$ cat src/rtl/matrix_rd.sv
// Operand fetch engine: reads four consecutive RAM words and presents their 18-bit payloads as OP1..OP4.
// Optional upper-bits check of each captured word is enabled by defining MATRIX_RD_ZCHK_EN.
module matrix_rd (
  input  logic        clk,
  input  logic        rst,
  input  logic        start,
  input  logic        addr_ld,
  input  logic [5:0]  addr_in,
  input  logic [31:0] dataRAM,
  output logic        re_n,
  output logic [7:0]  r_addr,
  output logic [17:0] OP1,
  output logic [17:0] OP2,
  output logic [17:0] OP3,
  output logic [17:0] OP4,
  output logic        valid,
  output logic        busy,
  output logic        err
);

  typedef enum logic [1:0] {
    IDLE  = 2'd0,
    READ  = 2'd1,
    LAST  = 2'd2,
    VALID = 2'd3
  } state_t;

  state_t      state_q;
  logic [1:0]  beat_q;
  logic [5:0]  ptr_q;
  logic [17:0] buf0_q, buf1_q, buf2_q;
  logic [17:0] op1_q, op2_q, op3_q, op4_q;
  logic        re_n_q;
  logic        valid_q;
  logic        busy_q;
  logic        cap_read;
  logic        cap_any;

  // Words 0..2 arrive during the last three READ cycles; word 3 arrives in LAST.
  assign cap_read = (state_q == READ) && (beat_q != 2'd0);
  assign cap_any  = cap_read || (state_q == LAST);

  always_ff @(posedge clk) begin
    if (rst) begin
      state_q <= IDLE;
      beat_q  <= '0;
      ptr_q   <= '0;
      buf0_q  <= '0;
      buf1_q  <= '0;
      buf2_q  <= '0;
      op1_q   <= '0;
      op2_q   <= '0;
      op3_q   <= '0;
      op4_q   <= '0;
      re_n_q  <= 1'b1;
      valid_q <= 1'b0;
      busy_q  <= 1'b0;
    end else begin
      valid_q <= 1'b0;
      // Three-deep shift buffer: after three captures buf0..buf2 hold words 0..2.
      if (cap_read) begin
        buf0_q <= buf1_q;
        buf1_q <= buf2_q;
        buf2_q <= dataRAM[17:0];
      end
      case (state_q)
        IDLE: begin
          if (addr_ld) ptr_q <= addr_in;
          if (start) begin
            state_q <= READ;
            beat_q  <= '0;
            re_n_q  <= 1'b0;
            busy_q  <= 1'b1;
          end
        end
        READ: begin
          ptr_q  <= ptr_q + 6'd1;
          beat_q <= beat_q + 2'd1;
          if (beat_q == 2'd3) begin
            state_q <= LAST;
            re_n_q  <= 1'b1;
          end
        end
        LAST: begin
          // Word 3 goes straight to OP4 so all operands turn over together entering VALID.
          op1_q   <= buf0_q;
          op2_q   <= buf1_q;
          op3_q   <= buf2_q;
          op4_q   <= dataRAM[17:0];
          valid_q <= 1'b1;
          state_q <= VALID;
        end
        VALID: begin
          state_q <= IDLE;
          busy_q  <= 1'b0;
        end
        default: state_q <= IDLE;
      endcase
    end
  end

`ifdef MATRIX_RD_ZCHK_EN
  logic err_q;

  always_ff @(posedge clk) begin
    if (rst) begin
      err_q <= 1'b0;
    end else if (cap_any && (dataRAM[31:18] != 14'd0)) begin
      err_q <= 1'b1;
    end
  end

  assign err = err_q;
`else
  logic unused_upper;

  assign unused_upper = cap_any ^ (^dataRAM[31:18]);
  assign err          = 1'b0;
`endif

  assign re_n   = re_n_q;
  assign r_addr = {2'b00, ptr_q};
  assign OP1    = op1_q;
  assign OP2    = op2_q;
  assign OP3    = op3_q;
  assign OP4    = op4_q;
  assign valid  = valid_q;
  assign busy   = busy_q;

endmodule

$ cat config.mk
export PLATFORM = sky130hd
export DESIGN_NAME = matrix_rd
export DESIGN_NICKNAME = d
export VERILOG_FILES = /design/src/rtl/matrix_rd.sv
export SDC_FILE = /design/constraint.sdc
export NUM_CORES = 1
export LEC_CHECK = 0
export BUFFER_PORTS_ARGS = -buffer_cell sky130_fd_sc_hd__buf_4
export CAP_MARGIN = 20
export CELL_PAD_IN_SITES_DETAIL_PLACEMENT = 0
export CELL_PAD_IN_SITES_GLOBAL_PLACEMENT = 1
export CORE_UTILIZATION = 42
export CTS_CLUSTER_SIZE = 30
export DETAILED_ROUTE_END_ITERATION = 8
export GPL_TIMING_DRIVEN = 0
export PLACE_DENSITY = 0.82
export SYNTH_ARGS = -nofsm -noshare
export SYNTH_HDL_FRONTEND = slang
export SYNTH_SLANG_ARGS = --single-unit
$ cat constraint.sdc
create_clock -name clk -period 5.22 [get_ports clk]
set_input_delay 1.044 -clock clk [delete_from_list [all_inputs] [get_ports clk]]
set_output_delay 1.044 -clock clk [all_outputs]
set_load 0.02 [all_outputs]
==> flow_summary.yaml <==
route:
  finalWirelength_mm: 11.9
  ant_nets: 0
  wl_per_cell_um: 14.2
  drt_iter0_markers: 138
  drt_pass1_iterations: 6
  drc: 5
  avgViaCountPerCell: 4.84
  vias: 4075
finish:
  nets: 735
  layout_commonest_cell: "dfxtp_1"
  fillCellCount: 1063
  mostFrequentLayoutCells: "dfxtp_1, nand2_1, buf_4"
  drive_above_1_share: 0.230
  area_growth_pct: 31.1
  antenna_cells: 0
die:
  die_h_um: 112
  die-width_um: 112
  io_pins: 126
  rows: 39
  core-area_sq_mm: 0.0116
  die_area_sq_mm: 0.0126
  start_util: 0.439
cts:
  root_buffer: "clkbuf_16"
  clock_latency_ps: 420
  clockBufferDepth: 2
  cts.sinks: 139
  cts_tree: "built"
  htree_levels: 4
  cts_hold_buf: 0
  cts_buffers: 17
  path_clk_slew_ps: 60
  cts_resized: 0
  post-cts-setup-buffers: 0
critical_path:
  cp_data_required_time_ps: 4180
  worstRegToRegCells: 8
  critPathLaunchType: "flop"
  slowest_stage: "dfxtp_1"
  crit_chain: "buf_4"
  arrival_ps: 1030
  crit_type: "flop to output pin"
  max_stage_delay_ps: 430
  rr_endpoint: "buf0_q[16]"
  critPathTopFamily: "flip-flops"
  crit_fanout: 7
  reg2reg_slack_ps: 3370
  end_kind: "output pin"
  r2r_start: "state_q[1]"
  cp.buffers_inverters: 1
logic_synthesis:
  synthTopCellsByArea: "dfxtp_1, mux2i_1, nand2_1"
  synth_cell_types: 30
  post_synth.cell_area_avg_sq_um: 9.14
  synthCells: 558
  synth_top_cell_by_area: "dfxtp_1"
  synth_top_area_share: 0.546
  syn_area_sq_mm: 0.00510
  ys_ff_latch: 139
  yosysWarnings: 0
  ys_seq_area_frac: 0.546
sta:
  maxSlewHeadroom: 0.487
  hold_viol: 0
  fin_crit_ps: 2070
  fin_setup_tns_ps: 0
  rsz0062_at_grt: "false"
  drv_slew: 0
  skew_ps: 7.10
  setup_viol: 0
  hold_slack_ps: 455
  worstMarginPinSlew_ps: 770
  max_freq_mhz: 482
  fin_crit_sh: 0.397
flow_run:
  cap_violations: 0
placed_design:
  gp_congestion: 0.763
  port_buffers: 107
  hpwlAfterDp_mm: 8.65
min_path:
  hold_end: "buf0_q[9]"
  hp-start: "buf0_q[9]"
  whs_path_depth: 2
  hold_path.class: "flop to flop"
power:
  total_power_uw: 3120
  power_density_mw_per_mm2: 467
  peakVddDrop_uv: 214
  leakagePower_uw: 0.00264
grt:
  first_global_vias: 3919
  grt_overflow_total: 0
  grt_pass1_wl_mm: 19.7
  grt_use_total: 0.201
  grt_max_degree: 17
  antenna_found_initial: 0
outcome:
  violations: "design-rule violations"
  outcome: "finished, violations left"
==> cell type report <==
class | instances | area [sq um] | share of cell area
clock inverters | 13 | 140 | 0.0210
clock buffers | 19 | 453 | 0.0678
multi-input cells | 374 | 2110 | 0.316
inverters | 6 | 22.5 | 0.00337
flip-flops and latches | 139 | 2780 | 0.417
well taps | 143 | 179 | 0.0268
repair buffers | 107 | 803 | 0.120
plain buffers | 41 | 189 | 0.0283
==> kinds of logic after synthesis <==
logic type               share of synthesized area
other                                     0.000736
buffers and inverters                       0.0415
adder cells (fa/ha/maj)                     0.0172
AND/OR/NAND/NOR                              0.165
flip-flops                                   0.546
AO/OA/AOI/OAI                               0.0778
multiplexers                                 0.152
==> registers in the layout, indices dropped and copies added (netlist names), 6 cells and up <==
signal  cells
buf1_q     18
OP2        18
buf2_q     18
OP1        18
OP4        18
buf0_q     18
OP3        18
ptr_q       6
==> synth_stat cells <==
cell and count:
inv_1 6, buf_1 4, mux2i_2 1, o21ai_0 2
dfxtp_1 139, nand3_1 5, a21oi_1 63, mux2_2 1
ha_1 7, nand2_1 112, a32oi_1 1, buf_4 4
buf_2 16, a22oi_1 2, o21bai_1 1, nor2b_1 4
o22ai_1 1, a211oi_1 3, conb_1 1, o21ai_1 1
nand2b_1 2, a31oi_1 1, nor3_1 3, and2_1 1
clkbuf_1 17, and3_1 1, nor3b_1 2, mux2i_1 75
or4b_1 1, nor2_1 81
==> per-stage QoR <==
stage	area (sq um)	utilization	setup WS (ps)	cells
finish	6680	0.575	3150	842
global route	6680	0.575	3090	842
CTS	6680	0.575	3130	842
detailed placement	6090	0.524	2900	810
global placement	6090	0.524	2940	810
floorplan	5100	-	3360	560
==> worst max-delay path by stage <==
| stage | from | slack (ps) | end | depth (start not counted) |
|---|---|---|---|---|
| final | ptr_q[2] | 3150 | r_addr[2] | 1 |
| after global routing | ptr_q[2] | 3090 | r_addr[2] | 1 |
| after CTS | ptr_q[2] | 3130 | r_addr[2] | 1 |
| after detailed placement | rst | 2900 | beat_q[0] | 3 |
| after global placement | rst | 2940 | buf2_q[3] | 3 |
| after floorplan | addr_ld | 3360 | ptr_q[5] | 3 |
==> report_power, final <==
| group | switching (uW) | total, uW | internal, uW | leakage [uW] |
|---|---|---|---|---|
| Clock | 464 | 1190 | 730 | 0.000282 |
| Combinational | 411 | 718 | 307 | 0.00123 |
| Sequential | 64.8 | 1200 | 1140 | 0.00112 |
| Total | 939 | 3120 | 2180 | 0.00264 |
==> tightest hold or removal path, stage by stage, from the launching register on <==
cell,delay (ps)
dfxtp_1,310
nand2_1,50
a21oi_1,50
==> per-layer routing <==
metal,share of wire,GRT usage
met3,0.058,0.0605
met5,0,0
met1,0.48,0.258
met2,0.45,0.314
met4,0.018,0.0889
(Power assumes the default switching activity.)
